`src/rtl/mem_arbiter.sv`:
```
// rtl/mem_arbiter.sv - round-robin arbiter sharing one registered-read, byte-strobed mem port
// One grant at a time: grant cycle drives mem, next cycle captures read data, then a held response.
module mem_arbiter #(
  parameter int NUM_REQ    = 4,
  parameter int ADDR_WIDTH = 4,
  parameter int DATA_WIDTH = 32
) (
  input  logic                              clk_i,
  input  logic                              arst_ni,
  input  logic [NUM_REQ-1:0]                req_valid_i,
  output logic [NUM_REQ-1:0]                req_ready_o,
  input  logic [NUM_REQ*ADDR_WIDTH-1:0]     req_addr_i,
  input  logic [NUM_REQ-1:0]                req_we_i,
  input  logic [NUM_REQ*DATA_WIDTH-1:0]     req_wdata_i,
  input  logic [NUM_REQ*DATA_WIDTH/8-1:0]   req_wstrb_i,
  output logic [NUM_REQ-1:0]                rsp_valid_o,
  input  logic [NUM_REQ-1:0]                rsp_ready_i,
  output logic [DATA_WIDTH-1:0]             rsp_rdata_o,
  output logic [ADDR_WIDTH-1:0]             mem_addr_o,
  output logic                              mem_we_o,
  output logic [DATA_WIDTH-1:0]             mem_wdata_o,
  output logic [DATA_WIDTH/8-1:0]           mem_wstrb_o,
  input  logic [DATA_WIDTH-1:0]             mem_rdata_i
);

  localparam int IDW = (NUM_REQ > 1) ? $clog2(NUM_REQ) : 1;
  localparam int SW  = DATA_WIDTH / 8;

  typedef enum logic [1:0] {IDLE, CAPTURE, RESP} state_t;

  state_t                 state_q, state_d;
  logic [IDW-1:0]         prio_q, prio_d;
  logic [IDW-1:0]         gnt_id_q, gnt_id_d;
  logic                   gnt_we_q, gnt_we_d;
  logic [DATA_WIDTH-1:0]  rsp_data_q, rsp_data_d;

  logic                   found;
  logic [IDW-1:0]         win;

  // Scan from prio upward with an explicit wrap so non-power-of-2 counts work.
  always_comb begin
    int             idx;
    logic [IDW-1:0] cand;
    found = 1'b0;
    win   = '0;
    idx   = 0;
    cand  = '0;
    for (int k = 0; k < NUM_REQ; k++) begin
      idx = int'(prio_q) + k;
      if (idx >= NUM_REQ) idx = idx - NUM_REQ;
      cand = IDW'(idx);
      if (!found && req_valid_i[cand]) begin
        found = 1'b1;
        win   = cand;
      end
    end
  end

  always_comb begin
    state_d     = state_q;
    prio_d      = prio_q;
    gnt_id_d    = gnt_id_q;
    gnt_we_d    = gnt_we_q;
    rsp_data_d  = rsp_data_q;
    req_ready_o = '0;
    rsp_valid_o = '0;
    rsp_rdata_o = '0;
    mem_addr_o  = '0;
    mem_we_o    = 1'b0;
    mem_wdata_o = '0;
    mem_wstrb_o = '0;

    case (state_q)
      IDLE: begin
        // Grant is gated by reset so nothing reaches mem while arst_ni is low.
        if (found && arst_ni) begin
          req_ready_o[win] = 1'b1;
          mem_addr_o  = req_addr_i[win*ADDR_WIDTH +: ADDR_WIDTH];
          mem_we_o    = req_we_i[win];
          mem_wdata_o = req_wdata_i[win*DATA_WIDTH +: DATA_WIDTH];
          mem_wstrb_o = req_wstrb_i[win*SW +: SW];
          gnt_id_d    = win;
          gnt_we_d    = req_we_i[win];
          prio_d      = (win == IDW'(NUM_REQ-1)) ? '0 : win + IDW'(1);
          state_d     = CAPTURE;
        end
      end
      CAPTURE: begin
        rsp_data_d = gnt_we_q ? '0 : mem_rdata_i;
        state_d    = RESP;
      end
      RESP: begin
        rsp_valid_o[gnt_id_q] = 1'b1;
        rsp_rdata_o           = rsp_data_q;
        if (rsp_ready_i[gnt_id_q]) state_d = IDLE;
      end
      default: state_d = IDLE;
    endcase
  end

  always_ff @(posedge clk_i or negedge arst_ni) begin
    if (!arst_ni) begin
      state_q    <= IDLE;
      prio_q     <= '0;
      gnt_id_q   <= '0;
      gnt_we_q   <= 1'b0;
      rsp_data_q <= '0;
    end else begin
      state_q    <= state_d;
      prio_q     <= prio_d;
      gnt_id_q   <= gnt_id_d;
      gnt_we_q   <= gnt_we_d;
      rsp_data_q <= rsp_data_d;
    end
  end

endmodule

```
`config.mk`:
```
export PLATFORM = sky130hd
export DESIGN_NAME = mem_arbiter
export DESIGN_NICKNAME = d
export VERILOG_FILES = /design/src/rtl/mem_arbiter.sv
export SDC_FILE = /design/constraint.sdc
export NUM_CORES = 1
export LEC_CHECK = 0
export BUFFER_PORTS_ARGS = -buffer_cell sky130_fd_sc_hd__buf_4
export CAP_MARGIN = 10
export CORE_AREA = 3 3 111 113
export CTS_BUF_LIST = sky130_fd_sc_hd__clkbuf_4 sky130_fd_sc_hd__clkbuf_8
export CTS_CLUSTER_DIAMETER = 150
export DETAILED_ROUTE_END_ITERATION = 6
export DIE_AREA = 0 0 114 116
export MAX_ROUTING_LAYER = met4
export PLACE_DENSITY = 0.67
export SKIP_CTS_REPAIR_TIMING = 1
export SLEW_MARGIN = 20
export SYNTH_ARGS = -nofsm -noshare
export SYNTH_HDL_FRONTEND = slang
export SYNTH_SLANG_ARGS = --single-unit
```
`constraint.sdc`:
```
create_clock -name clk_i -period 6.1 [get_ports clk_i]
set_input_delay 1.22 -clock clk_i [delete_from_list [all_inputs] [get_ports clk_i]]
set_output_delay 1.22 -clock clk_i [all_outputs]
set_load 0.05 [all_outputs]
```
[Yosys cells after proc, flatten, opt, wreduce, memory -nomap -nowiden]
Index checks and enable logic that the tools add are counted.
Storage, ports and cells
  register bits: 39
  input port bits: 206
  output and inout bits: 81
  logic and storage cells: 90
Cells by class
  $add $sub $neg: 8
  magnitude comparators: 12
  eq/ne operators: 5
  shift operators: 3
  mux-type cells: 45
  reductions and logical operators: 12
Operator list (count)
  2-to-1 mux 32 bit: 4
  variable part select 128 x 8 -> 32 bit: 1
  variable part select 16 x 5 -> 4 bit: 2
  2-to-1 mux 4 bit: 7
  2-to-1 mux 2 bit: 11
  less-than comparator 2 x 3 -> 1 bit (second input constant): 6
  2-to-1 mux 1 bit: 14
  binary-select mux 1 bit (select 2 bit): 6
  greater-or-equal comparator 3 bit (second input constant): 3
  subtractor 2 x 1 -> 2 bit (second input constant): 4
  adder 2 x 2 -> 3 bit (second input constant): 2
  logical AND 1 bit: 6
  case mux 2 bit (3 select lines): 1
  demux 1 bit (select 2 bit): 2
  == test 2 bit (second input constant): 2
  greater-or-equal comparator 2 x 1 -> 1 bit (second input constant): 2
  inequality test 2 bit (second input constant): 2
  AND reduction 2 bit: 2
  adder 2 x 1 -> 3 bit (second input constant): 1
  greater-or-equal comparator 2 x 3 -> 1 bit (second input constant): 1
  logical NOT 1 bit: 3
  adder 2 x 1 -> 2 bit (second input constant): 1
  == test 2 x 1 -> 1 bit (second input constant): 1
  logical NOT 2 bit: 1

[Depth between registers and ports, before layout]
Gate-level depths: netlist of the first run.
  depth after elaboration: 20
  mapped depth: 8
  gate-level depth less buffers: 6

[Worst setup path after synthesis of the first run]
No wires, ideal clock.
  kind: input to output
  from: input port req_valid_i[0]
  to: output port mem_wdata_o[0]
  arrival time: 3.540 ns
  data required time: 4.880 ns
  path slack: 1.340 ns
  cell stages on the path: 7
  buffers on the path: 2
  path through: nor2b_1 o21ai_1 and2_1 buf_6 clkbuf_1 nand2_1 a311oi_1
On the way
  longest elaborated chain between the ends: 15
  elaborated cells between the ends (all ways): 26
  classes of those cells: 1 x shift; 18 x mux; 7 x reduce/logical
Ends and longest elaborated chain
  start: declaration: RTL line 10  | input logic [NUM_REQ-1:0] req_valid_i,
  binary-select mux 1 bit (select 2 bit): RTL line 52  | if (!found && req_valid_i[cand]) begin
  2-to-1 mux 1 bit (implied by the code): RTL line 52
  2-to-1 mux 1 bit: RTL line 52
  logical NOT 1 bit: RTL line 52
  logical AND 1 bit: RTL line 52
  2-to-1 mux 1 bit: RTL line 52
  logical NOT 1 bit: RTL line 52
  logical AND 1 bit: RTL line 52
  2-to-1 mux 1 bit: RTL line 52
  logical NOT 1 bit: RTL line 52
  logical AND 1 bit: RTL line 52
  2-to-1 mux 2 bit or 2-to-1 mux 1 bit (tied branches): RTL line 52
  variable part select 128 x 8 -> 32 bit or logical AND 1 bit (tied branches): RTL line 80, 76
  2-to-1 mux 32 bit (*): RTL line 76  | if (found && arst_ni) begin
  2-to-1 mux 32 bit (*): RTL line 73  | case (state_q)
  end: declaration: RTL line 21  | output logic [DATA_WIDTH-1:0] mem_wdata_o,
Mark *: on every way between the ends. The rest lies on a longest branch, timed or not. The select of a mux whose other input is x is not followed.

[Worst setup path in the final report of the first run]
  from: input port req_valid_i[2]
  to: output port mem_wdata_o[4]
The elaborated chain is that of the path after synthesis.

==> run metrics, run 1 <==
Pwr Density 377 nW/µm²; CTS clk-pin slew, worst paths 0.07 ns; Area after DPL 5600 µm²; Synth Register Bits 39; clock sink total 39; Fmax 206 MHz; Max VDD drop 221 µV; P_leak 0.00292 µW; Die X 114 µm; cell area after synthesis 3420 µm²; Tcrit/Tclk final 79.5%; clock buffer depth 2; drt initial violations 274; setup TNS 0 ns; CTS root buf clkbuf_8; dpl ws 0.934 ns; mean post-synth cell area 7.41 µm²; Max-cap violations 0; Final WS setup 1.25 ns; grt ovf 0; Final Cell Area 5690 µm²; cell mode on critical path buf_4; Die Area 13,200 µm²; drt via density 5.10; Overall Power 2140 µW; Rows 39; R2R Setup Slk 3.71 ns; Critical Path Slowest Stage Cell a221o_2; standard cell core area 11,400 µm²; layout cells sized above 1 43.2%; Mapped Nets 671; CP startpoint kind input pin; DR DRC count 0; Hold Fails Final Rpt 0; number of global-route vias before repair 4,272; ANT cells 0; kind of critical path in2out; all-layer global routing usage 20.5%; Die Y 116 µm; crit-path max FO 83; WP buf/inv 3; relative slew slack 33.7%; crit path capture type output pin; Worst Tran Pin Value 0.994 ns; cells after synthesis 461; H-tree depth 2; first-pass GRT wire length 21,400 µm; sequential-to-total area share from yosys stat 28.6%; P&R area growth vs syn 66.6%; Initial Util 29.9%; Fill cells 1,124; largest net degree at the start of global routing 84; setup violators final 0; Worst Skew 0.00756 ns; unrepaired setup endpoints after global routing false; status finished, final reports clean; GPL Wtd Cong 0.941; Nets 921; Crit path max-delay family compound AO/OA/AOI/OAI gates; crit-path cells buf_4, nor2b_1, a221o_2, and2_2, inv_6, a211oi_1, a311oi_1, buf_4; Distinct cells, synth 32; via count 4,359; yosys warns 0; worst-skew pair later-pin latency 0.28 ns; PortBufs 286; Largest stage delay, worst path 0.61 ns; TritonRoute pass-1 iters 4; Num CTS Buffers 5; antenna violations before repair 0; CTS tree yes; Routed Antenna Nets 0; crit path time final 4.85 ns; min-delay worst type reg2reg; # IOs 287; final wirelength 14,200 µm; CP Data Required Time 4.88 ns; WP data arrival 3.63 ns; Slew Limit Fails 0; DP Wirelength 10,900 µm; drt wl/cell 16.6 µm
==> layer usage <==
| metal | vias to the layer above | GRT usage [%] | share of wire (%) |
|---|---|---|---|
| met5 | - | - | 0 |
| met4 | 0 | 5.94 | 2.4 |
| met3 | 23 | 5.01 | 8.6 |
| met2 | 206 | 35.7 | 51 |
| met1 | 1992 | 23.5 | 37 |
| li1 | 2138 | - | - |
==> where the power goes <==
group / switching [µW] / internal (µW) / total (µW)
logic: 1000 / 521 / 1530
clock network: 83.7 / 88.7 / 172
registers: 82.8 / 364 / 447
total: 1170 / 974 / 2140
==> cells in the mapped netlist <==
cell type | number | share of area [%]
o41ai_2 | 1 | 0.48
clkbuf_1 | 34 | 3.7
inv_1 | 3 | 0.33
a221oi_2 | 1 | 0.44
nand2_1 | 120 | 13
inv_2 | 1 | 0.11
dfrtp_1 | 39 | 29
a22o_1 | 1 | 0.26
a21oi_1 | 1 | 0.15
o22ai_1 | 1 | 0.18
and3_1 | 41 | 7.5
a211oi_1 | 40 | 8.8
nor3b_1 | 2 | 0.44
ha_1 | 4 | 1.5
buf_2 | 2 | 0.29
mux4_2 | 1 | 0.66
o221ai_1 | 1 | 0.26
nand2b_1 | 34 | 6.2
a311oi_1 | 40 | 10
nor3_1 | 1 | 0.15
buf_1 | 2 | 0.22
nor2b_1 | 3 | 0.55
o21ai_0 | 34 | 5.0
buf_6 | 1 | 0.33
o21ai_1 | 1 | 0.15
a22oi_1 | 1 | 0.22
buf_4 | 8 | 1.8
nor2_1 | 1 | 0.11
inv_6 | 1 | 0.26
a221o_1 | 1 | 0.29
and2_1 | 37 | 6.8
mux2i_1 | 3 | 0.88
==> flip-flops by register name (all words and copies together) (netlist names) <==
signal      cells
gnt_id_q        2
state_q         2
gnt_we_q        1
prio_q          2
rsp_data_q     32
==> worst paths after layout <==
| check | cells past startpoint | from | to |
|---|---|---|---|
| worst max-delay path | 8 | req_valid_i[2] | mem_wdata_o[4] |
| worst min-delay path | 2 | rsp_data_q[8]$_DFFE_PN0N_ | rsp_data_q[8]$_DFFE_PN0N_ |
| worst max register to register | 7 | prio_q[1]$_DFFE_PN0P_ | prio_q[1]$_DFFE_PN0P_ |
| worst min register to register | 2 | rsp_data_q[8]$_DFFE_PN0N_ | rsp_data_q[8]$_DFFE_PN0N_ |
| max in group asynchronous | 1 | arst_ni | gnt_we_q$_DFFE_PN0P_ |
| min in group asynchronous | 1 | arst_ni | rsp_data_q[8]$_DFFE_PN0N_ |
==> logic make-up (layout without fill, tap and decap cells) <==
group,Yosys count,count (layout),synth area share (%)
AO/OA/AOI/OAI,123,123,26.4
flip-flops,39,39,28.6
AND/OR/NAND/NOR,239,239,34.9
adder cells (fa/ha/maj),4,4,1.47
buffers and inverters,52,302,7.03
multiplexers,4,4,1.54
==> layout by cell type (no fill, tap or decap), drive strengths merged, types with 2 or more instances in the layout <==
cell type | Yosys | routed
o21ai | 35 | 35
dfrtp | 39 | 39
ha | 4 | 4
and2 | 37 | 37
a211oi | 40 | 40
a311oi | 40 | 40
inv | 5 | 5
and3 | 41 | 41
nor3b | 2 | 2
clkbuf | 34 | 6
mux2i | 3 | 3
buf | 13 | 290
nor2b | 3 | 3
nand2 | 120 | 120
nand2b | 34 | 34
==> layout make-up <==
cell class	count	area, µm²	area share, %
clock buffers	6	82.6	1.45
clock inverters	1	5.00	0.0880
inverters	5	23.8	0.418
multi-input cells	370	2230	39.3
flip-flops and latches	39	976	17.2
well taps	143	179	3.14
repair buffers	290	2190	38.5
==> worst min-delay path, stage by stage, from the launching register on <==
cell and delay [ns]:
dfrtp_1 0.34, nand2_1 0.04, o21ai_0 0.06
==> through the flow <==
stage                     hold WS, ns  cells  util, %
after floorplan                 0.442    461        -
after global placement          0.455    847     49.0
after detailed placement        0.464    847     49.0
after CTS                       0.482    854     49.8
after global routing            0.511    854     49.8
final                           0.477    854     49.8
Power figures use the tool's default switching activity.
==> run 2, diff against run 1 <==
--- a/config.mk
+++ b/config.mk
@@ -13,7 +13,7 @@
 export DETAILED_ROUTE_END_ITERATION = 6
 export DIE_AREA = 0 0 114 116
 export MAX_ROUTING_LAYER = met4
-export PLACE_DENSITY = 0.67
+export PLACE_DENSITY = 0.7
 export SKIP_CTS_REPAIR_TIMING = 1
 export SLEW_MARGIN = 20
 export SYNTH_ARGS = -nofsm -noshare
==> constraint.sdc (replaced) <==
create_clock -name clk_i -period 4.36 [get_ports clk_i]
set_input_delay 0.872 -clock clk_i [delete_from_list [all_inputs] [get_ports clk_i]]
set_output_delay 0.872 -clock clk_i [all_outputs]
set_load 0.05 [all_outputs]
==> run metrics, run 2 (same netlist as run 1, synthesis figures left out) <==
cell count along the critical path 8 (unchanged); DP Wirelength 11,000 µm (+1.6%); most frequent cells in the layout buf_4 (295), nand2_1 (120), and3_1 (41); R2R Setup Slk 2.38 ns (-1.33 ns); Clock Power Share 10.3% (+2.3 points); CTS clk-pin slew, worst paths 0.08 ns (about the same); Worst Skew 0.0120 ns (+0.00444 ns); CP Data Required Time 3.49 ns (-1.39 ns); Die Area 13,200 µm² (unchanged); Fmax 266 MHz; grt ovf 0 (unchanged); kind of critical path in2out; P_int 1430 µW (+46%); Reg with most FFs rsp_data_q; Initial Util 29.9% (unchanged); TritonRoute pass-1 iters 4 (unchanged); RR Startpoint state_q[1]$_DFFE_PN0P_; WP buf/inv 3 (unchanged); Die Y 116 µm (unchanged); hold depth 2 (unchanged); Net Sw Frac 53.8% (-0.77 points); Rows 39 (unchanged); clock buffer depth 2 (unchanged); crit path capture type output pin; CP startpoint kind input pin; crit path time final 3.76 ns; fin util 50.3% (+0.45 points); RR Endpoint gnt_we_q$_DFFE_PN0P_; PortBufs 286 (unchanged); Register-to-Register Path Depth 6 (-1); Critical Path Start req_valid_i[2]; Routed Antenna Nets 0 (unchanged); DR DRC count 0 (unchanged); Final Cell Area 5740 µm² (+0.90%); Nets 926 (+0.54%); Max-cap violations 0 (unchanged); critical path capture point mem_wdata_o[4]; drt wl/cell 16.7 µm (+0.38%); min-delay worst type reg2reg; Fill cells 1,090 (-3.0%); Overall Power 3090 µW (+44%); via count 4,450 (+2.1%); commonest non-fill, non-tap cell in the layout buf_4; first-pass GRT wire length 21,700 µm (+1.4%); ANT cells 0 (unchanged); standard cell core area 11,400 µm² (unchanged); GPL Wtd Cong 0.986 (+4.8%); unrepaired setup endpoints after global routing false; Tcrit/Tclk final 86.3%; Die X 114 µm (unchanged); layout cells sized above 1 43.4% (+0.20 points); Pwr Density 538 nW/µm² (+43%); WP data arrival 2.89 ns (-0.74 ns); Hold Fails Final Rpt 0 (unchanged); Num CTS Buffers 5 (unchanged); Crit path max-delay family compound AO/OA/AOI/OAI gates; Comb power frac 69.4% (-1.7 points); worst-skew pair later-pin latency 0.30 ns (+0.02 ns); Worst Tran Pin Value 0.991 ns (-0.00295 ns); setup violators final 0 (unchanged); drt initial violations 317 (+16%); CTS tree yes; cell mode on critical path buf_4; crit-path cells buf_4, nor2b_1, a221o_1, and2_2, inv_6, a211oi_1, a311oi_1, buf_4; drt via density 5.17 (+1.4%); CTS root buf clkbuf_8; largest net degree at the start of global routing 84 (unchanged); Largest stage delay, worst path 0.41 ns (-0.20 ns); status finished, final reports clean; setup TNS 0 ns (unchanged); antenna violations before repair 0 (unchanged); all-layer global routing usage 20.8% (+0.32 points); relative slew slack 33.9% (+0.20 points); P_leak 0.00295 µW (+1.1%); Largest register FFs 32 (unchanged); Flop pwr share 20.3% (-0.5 points); placed cells 852 (+0.59%); final wirelength 14,300 µm (+1.1%); number of global-route vias before repair 4,427 (+3.6%); Area after DPL 5620 µm² (+0.40%); # IOs 287 (unchanged); Slew Limit Fails 0 (unchanged); switching pwr 1660 µW (+42%); P&R area growth vs syn 68.1%; Cell Count, Final, Fillers Out 860 (+0.70%); H-tree depth 2 (unchanged); crit-path max FO 83 (unchanged); Max VDD drop 304 µV (+38%); clock sink total 39 (unchanged); Critical Path Slowest Stage Cell inv_6
[run 2: cell count changes in the layout (fill, tap and decap cells not counted), sizes merged]
| cell | change |
|---|---|
| buf | +5 |
| bufinv | +1 |
[run 2: power by group through the flow]
| stage | combinational (µW) | sequential, µW | clock, µW |
|---|---|---|---|
| finish | 2150 | 628 | 317 |
| global route | 2320 | 653 | 336 |
| detailed placement | 2150 | 635 | 0 |
| floorplan | 1570 | 576 | 0 |
| global placement | 2120 | 624 | 0 |
| CTS | 2150 | 628 | 326 |
[run 2: how the worst min path moves through the flow]
stage,slack [ns],startpoint,to
6_report,0.48,rsp_data_q[5]$_DFFE_PN0N_,rsp_data_q[5]$_DFFE_PN0N_
5_1_grt,0.50,rsp_data_q[12]$_DFFE_PN0N_,rsp_data_q[12]$_DFFE_PN0N_
4_1_cts,0.48,rsp_data_q[12]$_DFFE_PN0N_,rsp_data_q[12]$_DFFE_PN0N_
3_5_place_dp,0.46,rsp_data_q[12]$_DFFE_PN0N_,rsp_data_q[12]$_DFFE_PN0N_
3_3_place_gp,0.46,rsp_data_q[16]$_DFFE_PN0N_,rsp_data_q[16]$_DFFE_PN0N_
2_1_floorplan,0.44,rsp_data_q[0]$_DFFE_PN0N_,rsp_data_q[0]$_DFFE_PN0N_
[run 2: through the flow]
step / hold slack, ns / worst slack, ns
after CTS: 0.482 / 0.621
after global routing: 0.502 / 0.449
after global placement: 0.456 / 0.702
final: 0.478 / 0.598
after floorplan: 0.442 / 0.296
after detailed placement: 0.463 / 0.641
[run 2: cell type report]
| class | instances | area (µm²) | area share [%] |
|---|---|---|---|
| sequential | 39 | 976 | 17.0 |
| clock buffer | 6 | 82.6 | 1.44 |
| timing repair buffer | 295 | 2210 | 38.6 |
| multi-input combinational | 370 | 2230 | 38.8 |
| tap | 143 | 179 | 3.12 |
| clock inverter | 2 | 35.0 | 0.610 |
| inverter | 5 | 23.8 | 0.414 |
[run 2: layer usage]
metal	share of wire, %	vias up	wire length [µm]	GRT usage [%]
li1	-	2149	-	-
met5	0	-	0	-
met3	8.5	32	1210	4.96
met1	38	2059	5490	23.6
met2	50	210	7130	35.6
met4	3.5	0	497	8.00
[run 2: tightest hold or removal path: stages (launching register included)]
cell and delay, ns:
dfrtp_1 0.34, nand2_1 0.04, o21ai_0 0.06
==> run 3, diff against run 2 <==
--- a/config.mk
+++ b/config.mk
@@ -12,6 +12,7 @@
 export CTS_CLUSTER_DIAMETER = 150
 export DETAILED_ROUTE_END_ITERATION = 6
 export DIE_AREA = 0 0 114 116
+export GPL_TIMING_DRIVEN = 0
 export MAX_ROUTING_LAYER = met4
 export PLACE_DENSITY = 0.7
 export SKIP_CTS_REPAIR_TIMING = 1
==> run metrics, run 3 (same netlist as run 1, synthesis figures left out) <==
status finished, final reports clean; PortBufs 286 (unchanged); crit-path max FO 40 (-52%); placed cells 890 (+4.5%); crit path capture type output pin; antenna violations before repair 0 (unchanged); Reg with most FFs rsp_data_q; TritonRoute pass-1 iters 4 (unchanged); number of global-route vias before repair 4,792 (+8.2%); commonest non-fill, non-tap cell in the layout buf_4; CTS tree yes; via count 4,599 (+3.3%); Overall Power 3200 µW (+3.4%); largest net degree at the start of global routing 41 (-51%); CP Data Required Time 3.49 ns (about the same); GPL Wtd Cong 0.914 (-7.3%); P&R area growth vs syn 71.5%; CTS clk-pin slew, worst paths 0.07 ns (about the same); Max-cap violations 0 (unchanged); CTS root buf clkbuf_8; grt ovf 0 (unchanged); Routed Antenna Nets 0 (unchanged); Hold Fails Final Rpt 0 (unchanged); ANT cells 0 (unchanged); WP data arrival 3.07 ns (+0.18 ns); clock buffer depth 2 (unchanged); Initial Util 29.9% (unchanged); clock sink total 39 (unchanged); hold depth 2 (unchanged); Largest register FFs 32 (unchanged); worst-skew pair later-pin latency 0.29 ns (about the same); layout cells sized above 1 41.1% (-2.3 points); first-pass GRT wire length 23,900 µm (+10%); P_leak 0.00300 µW (+1.5%); standard cell core area 11,400 µm² (unchanged); Num CTS Buffers 5 (unchanged); Die Y 116 µm (unchanged); Worst Skew 0.00679 ns (-0.00521 ns); drt initial violations 260 (-18%); most frequent cells in the layout buf_4 (294), nand2_1 (120), and3_1 (41); Die Area 13,200 µm² (unchanged); Worst Tran Pin Value 1.04 ns (+0.0496 ns); Rows 39 (unchanged); RR Startpoint prio_q[1]$_DFFE_PN0P_; worst min-delay path startpoint rsp_data_q[7]$_DFFE_PN0N_; H-tree depth 2 (unchanged); DR DRC count 0 (unchanged); drt wl/cell 17.8 µm (+6.9%); unrepaired setup endpoints after global routing false; crit path time final 3.95 ns (+0.184 ns); RR Endpoint prio_q[1]$_DFFE_PN0P_; kind of critical path in2out; Register-to-Register Path Depth 7 (+1); DP Wirelength 13,400 µm (+22%); Fmax 253 MHz (-4.7%); min-delay worst type reg2reg; Max VDD drop 275 µV (-9.8%); drt via density 5.12 (-1.0%); # IOs 287 (unchanged); R2R Setup Slk 2.07 ns (-0.31 ns); Tcrit/Tclk final 90.5% (+4.2 points); Nets 964 (+4.1%); fin util 51.3% (+1.0 points); CP startpoint kind input pin; Die X 114 µm (unchanged); setup violators final 0 (unchanged); setup TNS 0 ns (unchanged); final wirelength 16,000 µm (+12%); Slew Limit Fails 0 (unchanged); relative slew slack 29.9% (-4.1 points); Hold Path Sink rsp_data_q[7]$_DFFE_PN0N_; all-layer global routing usage 23.2% (+2.3 points); Pwr Density 545 nW/µm² (+1.3%); Cell Count, Final, Fillers Out 898 (+4.4%)
[run 3: critical path: stages]
cell	delay (ns)
buf_4	0.41
nor3b_1	0.50
o41ai_2	0.34
clkbuf_1	0.30
a311oi_1	0.36
buf_4	0.27
[run 3: how the worst max path moves through the flow]
stage               slack [ns]      startpoint  depth (start not counted)              end
floorplan                 0.30  req_valid_i[0]                          7   mem_wdata_o[0]
global placement          0.42         arst_ni                          6  mem_wdata_o[17]
detailed placement        0.42         arst_ni                          6   mem_wstrb_o[2]
CTS                       0.38         arst_ni                          6   mem_wstrb_o[2]
global route              0.19         arst_ni                          6   mem_wstrb_o[0]
finish                    0.41         arst_ni                          6   mem_wdata_o[9]
[run 3: layout make-up]
cell class / instances / area (µm²)
Clock inverter: 2 / 35.0
Sequential cell: 39 / 976
Tap cell: 143 / 179
Clock buffer: 6 / 82.6
Buffer: 47 / 216
Inverter: 5 / 23.8
Fill cell: 1162 / 5560
Timing Repair Buffer: 286 / 2150
Multi-Input combinational cell: 370 / 2200
[run 3: routing by layer]
layer / wire, µm / GRT usage, %
met4: 458 / 7.44
met1: 5940 / 26.0
met2: 8180 / 40.9
met5: 0 / -
met3: 1430 / 5.27
[run 3: stage by stage]
step / hold slack [ns] / cell area [µm²] / worst slack, ns
2_1_floorplan: 0.442 / 3420 / 0.296
3_3_place_gp: 0.455 / 5740 / 0.417
3_5_place_dp: 0.464 / 5740 / 0.417
4_1_cts: 0.482 / 5860 / 0.379
5_1_grt: 0.509 / 5860 / 0.190
6_report: 0.476 / 5860 / 0.414
[run 3: where the power goes]
group	leakage [µW]	internal (µW)	switching, µW
combinational	0.00244	782	1500
sequential	0.000498	510	92.3
clock	0.0000612	185	123
total	0.00300	1480	1720
